==> src/rtl/led_pkg.sv <==
// Shared types, constants and rate-index arithmetic for the LED rate controller.
package led_pkg;

    typedef enum logic [1:0] {
        IDLE,
        LOAD,
        WAIT_REL
    } state_t;

    localparam int NUM_RATES = 9;

    // Button bit positions; a higher index wins arbitration.
    localparam logic [1:0] BTN_DN2 = 2'd3;
    localparam logic [1:0] BTN_DN1 = 2'd2;
    localparam logic [1:0] BTN_UP1 = 2'd1;
    localparam logic [1:0] BTN_UP2 = 2'd0;

    localparam logic signed [2:0] STEP_DN2 = -3'sd2;
    localparam logic signed [2:0] STEP_DN1 = -3'sd1;
    localparam logic signed [2:0] STEP_UP1 = 3'sd1;
    localparam logic signed [2:0] STEP_UP2 = 3'sd2;

    function automatic logic signed [2:0] step_of(input logic [1:0] sel);
        logic signed [2:0] s;
        s = STEP_UP2;
        case (sel)
            BTN_DN2: s = STEP_DN2;
            BTN_DN1: s = STEP_DN1;
            BTN_UP1: s = STEP_UP1;
            default: s = STEP_UP2;
        endcase
        return s;
    endfunction

    // Range of idx+step is -2..10, so one +/-9 correction always lands in 0..8.
    function automatic logic [3:0] next_idx(input logic [3:0] idx, input logic signed [2:0] step);
        logic signed [4:0] sum;
        sum = $signed({1'b0, idx}) + 5'(step);
        if (sum < 5'sd0) begin
            sum = sum + 5'(NUM_RATES);
        end else if (sum >= 5'(NUM_RATES)) begin
            sum = sum - 5'(NUM_RATES);
        end
        return sum[3:0];
    endfunction

endpackage

==> src/rtl/btn_debounce.sv <==
// One button: 2-flop synchronizer, stability counter, debounced level and
// a one-cycle registered pulse on each debounced rising edge.
module btn_debounce
#(
    parameter int DEBOUNCE_CYCLES = 20
) (
    input  logic clk,
    input  logic reset,
    input  logic i_btn,
    output logic o_level,
    output logic o_rise
);

    localparam int CNT_W = $clog2(DEBOUNCE_CYCLES) + 1;
    localparam logic [CNT_W-1:0] CNT_MAX = CNT_W'(DEBOUNCE_CYCLES - 1);

    logic             r_sync1;
    logic             r_sync2;
    logic             r_level;
    logic             r_level_d;
    logic             r_rise;
    logic [CNT_W-1:0] r_cnt;

    // NOTE: clocked state uses non-blocking assignments so every flop samples pre-edge values.
    always_ff @(posedge clk) begin
        if (reset) begin
            r_sync1   <= 1'b0;
            r_sync2   <= 1'b0;
            r_level   <= 1'b0;
            r_level_d <= 1'b0;
            r_rise    <= 1'b0;
            r_cnt     <= '0;
        end else begin
            r_sync1   <= i_btn;
            r_sync2   <= r_sync1;
            r_level_d <= r_level;
            r_rise    <= r_level & ~r_level_d;
            // Count consecutive samples that disagree with the accepted level.
            if (r_sync2 == r_level) begin
                r_cnt <= '0;
            end else if (r_cnt == CNT_MAX) begin
                r_level <= r_sync2;
                r_cnt   <= '0;
            end else begin
                r_cnt <= r_cnt + CNT_W'(1);
            end
        end
    end

    assign o_level = r_level;
    assign o_rise  = r_rise;

endmodule

==> src/rtl/led_rate_ctrl.sv <==
// Button-driven rate selector feeding the LED divider over valid/ready.
// Define AUTOREPEAT_EN to repeat the winning step while its button stays held.
module led_rate_ctrl
    import led_pkg::*;
#(
    parameter int DEBOUNCE_CYCLES = 20,
    parameter int PERIOD_BASE     = 500000000,
    parameter int RESET_IDX       = 0
) (
    input  logic        clk,
    input  logic        reset,
    input  logic [3:0]  btn,
    output logic [29:0] cfg_period,
    output logic        cfg_valid,
    input  logic        cfg_ready,
    output logic [3:0]  rate_idx,
    output logic        busy
);

    localparam logic [31:0] BASE_32     = 32'(PERIOD_BASE);
    localparam logic [3:0]  RESET_IDX_4 = 4'(RESET_IDX);

    function automatic logic [29:0] period_of(input logic [3:0] idx);
        return 30'(BASE_32 >> idx);
    endfunction

    logic [3:0] w_level;
    logic [3:0] w_rise;

    for (genvar g = 0; g < 4; g++) begin : g_btn
        btn_debounce #(
            .DEBOUNCE_CYCLES(DEBOUNCE_CYCLES)
        ) u_debounce (
            .clk    (clk),
            .reset  (reset),
            .i_btn  (btn[g]),
            .o_level(w_level[g]),
            .o_rise (w_rise[g])
        );
    end

    state_t      r_state, w_state_nx;
    logic [3:0]  r_idx, w_idx_nx;
    logic [29:0] r_period;
    logic        r_valid, w_valid_nx;
    logic        r_busy;
    logic        w_evt;
    logic [1:0]  w_win;

`ifdef AUTOREPEAT_EN
    localparam int REPEAT_CYCLES = 64 * DEBOUNCE_CYCLES;
    localparam int REP_W         = $clog2(REPEAT_CYCLES) + 1;
    localparam logic [REP_W-1:0] REP_MAX = REP_W'(REPEAT_CYCLES - 1);

    logic [1:0]       r_win, w_win_nx;
    logic [REP_W-1:0] r_rep_cnt, w_rep_nx;
`endif

    // Same-cycle presses: highest button index wins, the rest are dropped.
    always_comb begin
        w_evt = |w_rise;
        w_win = BTN_UP2;
        if (w_rise[BTN_DN2]) begin
            w_win = BTN_DN2;
        end else if (w_rise[BTN_DN1]) begin
            w_win = BTN_DN1;
        end else if (w_rise[BTN_UP1]) begin
            w_win = BTN_UP1;
        end
    end

    // NOTE: every always_comb output is given a default first, so no latch is inferred.
    always_comb begin
        w_state_nx = r_state;
        w_idx_nx   = r_idx;
        w_valid_nx = r_valid;
`ifdef AUTOREPEAT_EN
        w_win_nx   = r_win;
        w_rep_nx   = r_rep_cnt;
`endif
        case (r_state)
            IDLE: begin
                if (w_evt) begin
                    w_idx_nx   = next_idx(r_idx, step_of(w_win));
                    w_valid_nx = 1'b1;
                    w_state_nx = LOAD;
`ifdef AUTOREPEAT_EN
                    w_win_nx   = w_win;
`endif
                end
            end
            LOAD: begin
                if (r_valid && cfg_ready) begin
                    w_valid_nx = 1'b0;
                    w_state_nx = WAIT_REL;
`ifdef AUTOREPEAT_EN
                    w_rep_nx   = '0;
`endif
                end
            end
            WAIT_REL: begin
                if (w_level == 4'b0000) begin
                    w_state_nx = IDLE;
`ifdef AUTOREPEAT_EN
                end else if (w_level[r_win]) begin
                    if (r_rep_cnt == REP_MAX) begin
                        w_idx_nx   = next_idx(r_idx, step_of(r_win));
                        w_valid_nx = 1'b1;
                        w_state_nx = LOAD;
                    end else begin
                        w_rep_nx = r_rep_cnt + REP_W'(1);
                    end
                end else begin
                    w_rep_nx = '0;
`endif
                end
            end
            default: w_state_nx = IDLE;
        endcase
    end

    // Reset lands in LOAD with cfg_valid high so the divider is reprogrammed.
    always_ff @(posedge clk) begin
        if (reset) begin
            r_state  <= LOAD;
            r_idx    <= RESET_IDX_4;
            r_period <= period_of(RESET_IDX_4);
            r_valid  <= 1'b1;
            r_busy   <= 1'b1;
`ifdef AUTOREPEAT_EN
            r_win     <= '0;
            r_rep_cnt <= '0;
`endif
        end else begin
            r_state  <= w_state_nx;
            r_idx    <= w_idx_nx;
            r_period <= period_of(w_idx_nx);
            r_valid  <= w_valid_nx;
            r_busy   <= (w_state_nx != IDLE);
`ifdef AUTOREPEAT_EN
            r_win     <= w_win_nx;
            r_rep_cnt <= w_rep_nx;
`endif
        end
    end

    assign cfg_period = r_period;
    assign cfg_valid  = r_valid;
    assign rate_idx   = r_idx;
    assign busy       = r_busy;

endmodule

==> config.mk <==
export PLATFORM = sky130hd
export DESIGN_NAME = led_rate_ctrl
export DESIGN_NICKNAME = d
export VERILOG_FILES = /design/src/rtl/led_pkg.sv /design/src/rtl/btn_debounce.sv /design/src/rtl/led_rate_ctrl.sv
export SDC_FILE = /design/constraint.sdc
export NUM_CORES = 1
export LEC_CHECK = 0
export ABC_AREA = 1
export BUFFER_PORTS_ARGS = -buffer_cell sky130_fd_sc_hd__buf_2
export CAP_MARGIN = 20
export CORE_UTILIZATION = 50
export DETAILED_ROUTE_END_ITERATION = 10
export GPL_TIMING_DRIVEN = 0
export HOLD_SLACK_MARGIN = 0.03
export PLACE_DENSITY_LB_ADDON = 0.3
export SKIP_CTS_REPAIR_TIMING = 1
export SYNTH_ARGS = -nofsm -noshare
export SYNTH_HDL_FRONTEND = slang
export SYNTH_SLANG_ARGS = --single-unit
export TNS_END_PERCENT = 50
==> constraint.sdc <==
create_clock -name clk -period 6.8 [get_ports clk]
set_input_delay 0.68 -clock clk [delete_from_list [all_inputs] [get_ports clk]]
set_output_delay 0.68 -clock clk [all_outputs]
set_load 0.05 [all_outputs]
==> results of run 1 <==
## worst max-delay path by stage
stage	start	to	slack [ps]	depth (start not counted)
after global routing	g_btn[2].u_debounce.o_rise	cfg_period[9]	3060	22
after floorplan	g_btn[3].u_debounce.o_rise	cfg_period[5]	3740	21
final	g_btn[2].u_debounce.o_rise	cfg_period[5]	3350	21
after detailed placement	g_btn[2].u_debounce.o_rise	cfg_period[17]	3390	22
after CTS	g_btn[2].u_debounce.o_rise	cfg_period[9]	3350	22
after global placement	g_btn[2].u_debounce.o_rise	cfg_period[5]	3410	21
## per-layer routing
layer | vias up | global-route usage
li1 | 1572 | -
met2 | 62 | 0.371
met4 | 0 | 0.0805
met5 | - | 0
met1 | 1392 | 0.227
met3 | 10 | 0.0379
## flip-flops by register name (all words and copies together) (netlist names)
register                    count
busy                            1
cfg_period                     29
cfg_valid                       1
g_btn.u_debounce.o_level        4
g_btn.u_debounce.o_rise         4
g_btn.u_debounce.r_cnt         24
g_btn.u_debounce.r_level_d      4
g_btn.u_debounce.r_sync1        4
g_btn.u_debounce.r_sync2        4
r_state                         2
rate_idx                        4
## worst register-to-register path, stage by stage, from the launching register on
cell and delay (ps):
dfxtp_1 340, inv_2 60, nand2_4 90, inv_2 50, ha_1 270, inv_1 60
ha_1 150, inv_1 50, fa_1 520, ha_1 240, inv_1 50, nand4_1 130
nand3_1 150, nand3_1 100, inv_1 70, nor2_1 40, nor2_2 310, ha_1 350
inv_1 90, nand3_1 80, nand3_1 80, o21ai_1 70
## where the power goes
group          internal (mW)  switching, mW
Sequential             0.479        0.00409
Clock                  0.145          0.172
Combinational        0.00801         0.0202
## stage by stage
stage	setup slack [ps]	cells	area, um2	power (mW)
after floorplan	3740	467	3640	0.515
after detailed placement	3390	603	3960	0.523
final	3350	619	4140	0.829
after global routing	3060	619	4140	0.864
after global placement	3410	603	3960	0.522
after CTS	3350	619	4140	0.838
## cells in the final DEF, fill, tap and decap left out, types with 3 or more instances in the layout
master     n
nor2_1    42
clkbuf_1   5
dfxtp_1   81
nand2_1   88
nand2_4    3
xor2_1     6
o21ai_0   11
inv_1     72
ha_1      19
buf_6      3
nand2_2    5
nand3_1   53
nand3_2    5
buf_4      4
a21oi_1   17
inv_2      7
nand4_1   12
clkbuf_8  10
nor3_1     6
o21ai_1    5
buf_2     41
## layout make-up
cell class              instances  share of cell area
plain buffers                  12              0.0203
clock buffers                  11              0.0342
clock inverters                 5             0.00937
inverters                      79              0.0717
multi-input cells             295               0.395
flip-flops and latches         81               0.392
well taps                      96              0.0290
repair buffers                 40              0.0484
## cell families after synthesis
group | after synthesis | synth area share
xor+xnor | 7 | 0.0169
flops | 81 | 0.446
buf+inv | 91 | 0.105
simple gates | 226 | 0.299
compound gates | 41 | 0.0623
other cells | 1 | 0.00103
fa+ha+maj | 20 | 0.0709
==> impl_metrics.py, run 1 <==
metrics = {
    "run_status": {
        "run_status": "completed",
    },
    "yosys": {
        "ys.flop_type": "dfxtp_1",
        "ys_top_cells_by_area": "dfxtp_1, nand2_1, inv_1",
        "syn_avg_cell_area_um2": 7.79,
        "syn_inst": 467,
        "synth-seq-cells": 81,
        "yosysMostFrequentCell": "nand2_1",
        "synth_top_area_frac": 0.446,
        "yosys.area.top_type": "dfxtp_1",
        "postSynth.asyncResetShare": 0,
        "synth_warnings": 0,
        "synthDistinctLibCells": 39,
        "synth-edff-count": 0,
        "synth_common_cells": "nand2_1, dfxtp_1, inv_1",
        "synthesis.area_mm2": 0.00364,
        "synth_seq_area_share": 0.446,
        "syn_nets": 494,
    },
    "drt": {
        "wl_um": 7110,
        "avgRoutedWirePerCell_um": 11.5,
        "vias_per_cell": 4.90,
        "drtIter0Drc": 106,
        "dr.pass1.iters": 4,
        "drt-met1-wl_um": 3070,
        "ant_nets": 0,
        "dr_wl_met2_um": 3620,
        "via_count": 3036,
        "dr_wl_met3_um": 320,
        "topRoutingLayerUsed": "met4",
        "route.detailed.drc": 0,
    },
    "place": {
        "place_hpwl_um": 5320,
        "port_buffers": 40,
        "place_congestion": 0.900,
    },
    "floorplanning": {
        "start_util": 0.527,
        "die_h_um": 87.3,
        "die_x_um": 87.3,
        "rows": 30,
        "core_area_mm2": 0.00691,
        "dieArea_mm2": 0.00762,
        "pin_count": 43,
    },
    "cts": {
        "cts_root_buf": "clkbuf_8",
        "cts_sinks": 81,
        "cts_tree": "built",
        "clk-insertion-delay-late_ps": 350,
        "cts_made_buffers": 9,
        "cts_max_level": 3,
        "clkSlewWorstSetupHoldPaths_ps": 80,
        "clockBufferDepth": 2,
    },
    "power_and_ir_drop": {
        "power_density_mw_per_mm2": 200,
        "vdd_drop_max_v": 0.000133,
        "leakagePower_nw": 1.95,
    },
    "critical_path": {
        "worstPathRequired_ps": 7030,
        "reg2reg_from": "g_btn[2].u_debounce.o_rise",
        "critPathBufInv": 7,
        "rr_endpoint": "cfg_period[5]",
        "cp_slowest_cell": "fa_1",
        "cp_cell_sequence": "inv_2 > nand2_4 > inv_2 > ha_1 > inv_1 > ha_1 > inv_1 > fa_1 > ha_1 > inv_1 > nand4_1 > nand3_1 > nand3_1 > inv_1 > nor2_1 > nor2_2 > ha_1 > inv_1 > nand3_1 > nand3_1 > o21ai_1",
        "crit_fanout": 8,
        "reg2reg_slack_ps": 3350,
        "cpMostUsedCell": "inv_1",
        "worst_r2r_path_depth": 21,
        "cpPeakStageDelay_ps": 520,
        "cp_top_family": "adder cells",
        "critPathKind": "reg2reg",
        "end_kind": "flip-flop",
        "arrival_ps": 3680,
        "cp-start-kind": "flip-flop",
    },
    "grt": {
        "grt_overflow": 0,
        "grtUsageTotal": 0.202,
        "grt_max_degree": 15,
        "antenna_found_initial": 0,
        "grt_pass1_vias": 2782,
        "grt_pass1_wl_um": 11900,
    },
    "sta": {
        "period_share": 0.507,
        "fin_crit_ps": 3450,
        "setup_viol": 0,
        "max_freq_mhz": 290,
        "fin_skew_ps": 9.25,
        "rsz0062_at_grt": "false",
        "hold_violations": 0,
        "maxSlewViolCount": 0,
        "holdWs_ps": 390,
        "setup-tns-final_ps": 0,
    },
    "layout": {
        "num-fill-cells": 661,
        "final_util": 0.599,
        "nets": 545,
        "diodes": 0,
        "multi_input_area_mm2": 0.00164,
        "area_delta_synth_final_pct": 13.8,
        "regArea_mm2": 0.00162,
        "drive_gt1_frac": 0.178,
    },
    "hold_path": {
        "holdPathStages": 1,
        "hold_path_class": "reg2reg",
        "hold_end": "g_btn[1].u_debounce.o_rise",
        "hold_start": "g_btn[1].u_debounce.r_level_d",
    },
    "flow_run": {
        "maxCapViolations": 0,
    },
}
Note: power is estimated with default switching activity, not from simulation.
==> run 2, diff against run 1 <==
==> constraint.sdc (replaced) <==
create_clock -name clk -period 2.9 [get_ports clk]
set_input_delay 0.29 -clock clk [delete_from_list [all_inputs] [get_ports clk]]
set_output_delay 0.29 -clock clk [all_outputs]
set_load 0.05 [all_outputs]
==> run 2 against run 1 <==
  * The flow now finishes with violations (setup timing)
  * Critical path depth unchanged
  * Clock power increased to 2.6 times the previous value
  * Die area unchanged
  * Via count increased by 3.2%
  * Sequential share of layout area decreased by 2.9 points
  * Largest power group unchanged
==> impl_metrics.py, run 2 (synthesis results as in run 1) <==
metrics = {
    "flow_run": {
        "maxCapViolations": 0,
    },
    "cts": {
        "cts_sinks": 81,
        "clkSlewWorstSetupHoldPaths_ps": 90,
        "clk-insertion-delay-late_ps": 350,
        "clockBufferDepth": 2,
        "cts_made_buffers": 9,
        "cts_root_buf": "clkbuf_8",
        "cts_max_level": 3,
        "cts_tree": "built",
    },
    "critical_path": {
        "cp_cell_sequence": "inv_2 > nand2_2 > nand2_4 > ha_4 > inv_2 > ha_4 > inv_2 > fa_2 > ha_4 > inv_2 > nand4_1 > nand3_2 > nand3_2 > inv_2 > nor2_4 > nor2_4 > ha_4 > inv_4 > nand3_2 > nand3_2 > o21ai_2",
        "cp_top_family": "adder cells",
        "critPathBufInv": 6,
        "worstPathRequired_ps": 3140,
        "cpMostUsedCell": "inv_2",
        "crit_fanout": 7,
        "cp_slowest_cell": "fa_2",
        "cp-start-kind": "flip-flop",
        "critPathKind": "reg2reg",
        "end_kind": "flip-flop",
        "arrival_ps": 3390,
        "cpPeakStageDelay_ps": 490,
    },
    "floorplanning": {
        "core_area_mm2": 0.00691,
        "rows": 30,
        "die_h_um": 87.3,
        "start_util": 0.527,
        "die_x_um": 87.3,
        "dieArea_mm2": 0.00762,
        "pin_count": 43,
    },
    "sta": {
        "rsz0062_at_grt": "true",
        "period_share": 1.09,
        "maxSlewViolCount": 0,
        "fin_crit_ps": 3160,
        "setup_ws_ps": -259,
        "setup-tns-final_ps": -4570,
        "hold_violations": 0,
        "fin_skew_ps": 7.50,
        "max_freq_mhz": 317,
        "setup_viol": 29,
    },
    "drt": {
        "ant_nets": 0,
        "drtIter0Drc": 113,
        "route.detailed.drc": 0,
        "wl_um": 7460,
        "vias_per_cell": 4.99,
        "via_count": 3133,
        "avgRoutedWirePerCell_um": 11.9,
        "dr.pass1.iters": 4,
    },
    "power_and_ir_drop": {
        "clockPowerShare": 0.407,
        "p_switching_mw": 0.476,
        "vdd_drop_max_v": 0.000392,
        "pwr-share-comb": 0.033,
        "switching_share": 0.235,
        "leakagePower_nw": 2.00,
        "power_density_mw_per_mm2": 452,
        "p_int_mw": 1.55,
        "power.share.sequential": 0.559,
    },
    "layout": {
        "largest_reg_flops": 29,
        "nets": 554,
        "final_cell_mix": "dfxtp_1, nand2_1, inv_1",
        "mostFrequentLayoutCell": "dfxtp_1",
        "area_delta_synth_final_pct": 23.0,
        "drive_gt1_frac": 0.282,
        "diodes": 0,
        "final_util": 0.648,
        "final_area_mm2": 0.00448,
        "final_cells": 628,
    },
    "run_status": {
        "violations": "setup timing",
        "run_status": "finished with violations",
    },
    "place": {
        "dpl_cell_area_mm2": 0.00405,
        "dp_slack_ps": -337,
        "place_congestion": 0.864,
        "dpl.cell_count": 603,
        "place_hpwl_um": 5290,
        "port_buffers": 40,
    },
    "grt": {
        "grtUsageTotal": 0.199,
        "grt_pass1_wl_um": 11900,
        "grt_overflow": 0,
        "antenna_found_initial": 0,
        "grt_pass1_vias": 2834,
        "grt_max_degree": 16,
    },
    "hold_path": {
        "hold_path_class": "in2reg",
    },
}
[run 2: changes by cell type in the layout (fill, tap and decap cells not counted), moves of 4 or more]
| cell | delta |
|---|---|
| nand2_1 | -11 |
| nand3_1 | -11 |
| inv_1 | -9 |
| buf_4 | +8 |
| ha_1 | -7 |
| nand2_2 | +7 |
| nand3_2 | +7 |
| inv_2 | +6 |
| ha_4 | +5 |
| nand2_4 | +4 |
| nand3_4 | +4 |
[run 2: layer usage]
metal / GRT usage / part of all wire / vias up
met2: 0.347 / 0.50 / 77
met4: 0.0760 / 0.022 / 0
li1: - / - / 1602
met3: 0.0436 / 0.042 / 17
met5: 0 / 0 / -
met1: 0.238 / 0.44 / 1437
[run 2: power groups by stage]
stage                     clock, mW  sequential [mW]  combinational [mW]
after floorplan                   0             1.17              0.0375
after global placement            0             1.16              0.0648
after detailed placement          0             1.16              0.0662
after CTS                     0.842             1.13              0.0666
after global routing          0.888             1.13              0.0755
final                         0.825             1.13              0.0672
[run 2: through the flow]
| step | hold slack (ps) | total power, mW |
|---|---|---|
| after floorplan | 366 | 1.21 |
| after CTS | 130 | 2.04 |
| after detailed placement | 372 | 1.23 |
| final | 138 | 2.02 |
| after global placement | 371 | 1.22 |
| after global routing | 140 | 2.10 |
[run 2: final cells by class]
cell class / instances / area (um2)
tap: 96 / 120
inverter: 79 / 304
timing repair buffer: 49 / 268
clock buffer: 9 / 124
buffer: 12 / 87.6
multi-input combinational: 295 / 1870
clock inverter: 7 / 78.8
sequential: 81 / 1630
fill: 604 / 2430
[run 2: path summary, 6_finish.rpt]
kind	from	endpoint	slack, ps	cells past startpoint
worst max-delay path	g_btn[2].u_debounce.o_rise	cfg_period[5]	-260	21
worst min-delay path	btn[0]	g_btn[0].u_debounce.r_sync1	140	3
worst max register to register	g_btn[2].u_debounce.o_rise	cfg_period[5]	-260	21
worst min register to register	g_btn[2].u_debounce.r_level_d	g_btn[2].u_debounce.o_rise	390	1
[run 2: worst min-delay path, delay by kind of cell]
family                 cells  cell delay [ps]
and+or+nand+nor            1               30
buffers and inverters      2              130
==> run 3, diff against run 2 <==
--- a/config.mk
+++ b/config.mk
@@ -8,7 +8,7 @@
 export ABC_AREA = 1
 export BUFFER_PORTS_ARGS = -buffer_cell sky130_fd_sc_hd__buf_2
 export CAP_MARGIN = 20
-export CORE_UTILIZATION = 50
+export CORE_UTILIZATION = 25
 export DETAILED_ROUTE_END_ITERATION = 10
 export GPL_TIMING_DRIVEN = 0
 export HOLD_SLACK_MARGIN = 0.03
==> run 3 against run 2 <==
  * The run still ends with setup timing left
  * Clock skew about the same
  * Non-clock buffer count up 4
  * Total power up 21%
  * Critical endpoint unchanged
  * Clock power up 50%
  * Register-to-register slack better by 110 ps
  * Final cell count up 14%
  * Die area up 97%
  * Global-route usage down 9.0 points
  * Combinational power up 6.5%
  * Critical path depth down 1
  * Wire length up 7.5%
  * First-iteration DRC count up 19%
==> impl_metrics.py, run 3 (synthesis results as in run 1) <==
metrics = {
    "run_status": {
        "run_status": "finished with violations",
        "violations": "setup timing",
    },
    "grt": {
        "grt_pass1_vias": 2801,
        "grtUsageTotal": 0.109,
        "busiest_layer": "met2",
        "grt_pass1_wl_um": 12700,
        "use_met2": 0.185,
        "grt_use_met1": 0.127,
        "grt_use_met3": 0.0372,
        "grt_max_degree": 14,
        "antenna_found_initial": 0,
        "grt_overflow": 0,
    },
    "drt": {
        "wl_um": 8020,
        "ant_nets": 0,
        "via_count": 3111,
        "avgRoutedWirePerCell_um": 11.2,
        "drtIter0Drc": 135,
        "route.detailed.drc": 0,
        "vias_per_cell": 4.34,
        "dr.pass1.iters": 4,
    },
    "place": {
        "place_congestion": 0.886,
        "port_buffers": 40,
        "place_hpwl_um": 5860,
        "dpl.cell_count": 687,
    },
    "cts": {
        "cts_max_level": 3,
        "cts_root_buf": "clkbuf_16",
        "cts_tree": "built",
        "cts_made_buffers": 9,
        "clkSlewWorstSetupHoldPaths_ps": 60,
        "clockBufferDepth": 2,
        "cts_sinks": 81,
        "clk-insertion-delay-late_ps": 330,
    },
    "power_and_ir_drop": {
        "power_density_mw_per_mm2": 519,
        "switching_share": 0.202,
        "leakagePower_nw": 2.08,
        "vdd_drop_max_v": 0.000323,
        "clockPowerShare": 0.506,
        "p_switching_mw": 0.493,
        "power.share.sequential": 0.464,
        "p_int_mw": 1.95,
        "pwr-share-comb": 0.029,
    },
    "critical_path": {
        "crit_fanout": 7,
        "end_kind": "flip-flop",
        "worstPathRequired_ps": 3120,
        "arrival_ps": 3270,
        "cpPeakStageDelay_ps": 560,
        "reg2reg_from": "g_btn[2].u_debounce.o_rise",
        "cp_cell_sequence": "inv_2 > nand2_2 > nand2_2 > ha_4 > inv_2 > ha_4 > inv_2 > fa_2 > buf_4 > nand4_1 > nand3_2 > nand3_2 > inv_2 > nor2_2 > nor2_4 > ha_4 > inv_4 > nand3_2 > nand3_2 > o21ai_2",
        "cp-startpoint": "g_btn[2].u_debounce.o_rise",
        "critPathKind": "reg2reg",
        "critPathBufInv": 6,
        "cp_slowest_cell": "fa_2",
        "cp-start-kind": "flip-flop",
        "cp_top_family": "adder cells",
    },
    "layout": {
        "mostFrequentLayoutCell": "dfxtp_1",
        "diodes": 0,
        "largest_reg_flops": 29,
        "area_delta_synth_final_pct": 29.5,
        "nets": 558,
        "drive_gt1_frac": 0.287,
        "final_cell_mix": "dfxtp_1, nand2_1, inv_1",
        "final_cells": 716,
    },
    "floorplanning": {
        "start_util": 0.259,
        "dieArea_mm2": 0.0150,
        "pin_count": 43,
        "rows": 43,
        "core_area_mm2": 0.0140,
        "die_x_um": 123,
        "die_h_um": 123,
    },
    "hold_path": {
        "hold_path_class": "in2reg",
        "hold_start": "btn[3]",
    },
    "sta": {
        "maxSlewViolCount": 0,
        "worst_slew_pin_slew_ps": 519,
        "rsz0062_at_grt": "true",
        "hold_violations": 0,
        "period_share": 1.05,
        "relSlewSlack": 0.654,
        "setup_ws_ps": -153,
        "setup-tns-final_ps": -2440,
        "setup_viol": 26,
        "fin_crit_ps": 3050,
        "fin_skew_ps": 7.01,
        "max_freq_mhz": 328,
    },
    "flow_run": {
        "maxCapViolations": 0,
    },
}
## run 3: final timing paths
check,to,slack (ps),cells after the start
worst max register to register,cfg_period[5],-150,20
worst max-delay path,cfg_period[5],-150,20
worst min register to register,g_btn[2].u_debounce.o_rise,380,1
worst min-delay path,g_btn[3].u_debounce.r_sync1,160,3
## run 3: power groups by stage
stage	clock network [mW]	registers [mW]	logic [mW]
6_report	1.24	1.13	0.0716
5_1_grt	1.33	1.14	0.0798
4_1_cts	1.27	1.13	0.0682
3_5_place_dp	0	1.16	0.0680
3_3_place_gp	0	1.16	0.0669
2_1_floorplan	0	1.17	0.0375
## run 3: area by class of cell
class	instances	area [um2]
clock inverters	4	73.8
well taps	180	225
plain buffers	12	83.8
flip-flops and latches	81	1630
fillers	1464	9330
repair buffers	53	298
inverters	79	304
multi-input cells	295	1840
clock buffers	12	256
## run 3: tightest hold or removal path, delay by kind of cell
family | cells | cell delay, ps
and+or+nand+nor | 1 | 60
buffers and inverters | 2 | 100
## run 3: per-layer routing
metal	up-vias	routed length [um]	part of all wire
li1	1610	-	-
met1	1437	3460	0.43
met2	54	4030	0.50
met3	10	390	0.049
met4	0	138	0.017
met5	-	0	0
## run 3: per-stage QoR
| step | cell area (um2) | util | hold WS [ps] | power, mW | worst slack, ps |
|---|---|---|---|---|---|
| after floorplan | 3730 | - | 366 | 1.21 | -16.1 |
| after global placement | 4160 | 0.296 | 375 | 1.23 | -346 |
| after detailed placement | 4160 | 0.296 | 374 | 1.23 | -382 |
| after CTS | 4490 | 0.320 | 148 | 2.48 | -404 |
| after global routing | 4710 | 0.335 | 157 | 2.54 | -307 |
| final | 4710 | 0.335 | 158 | 2.44 | -153 |
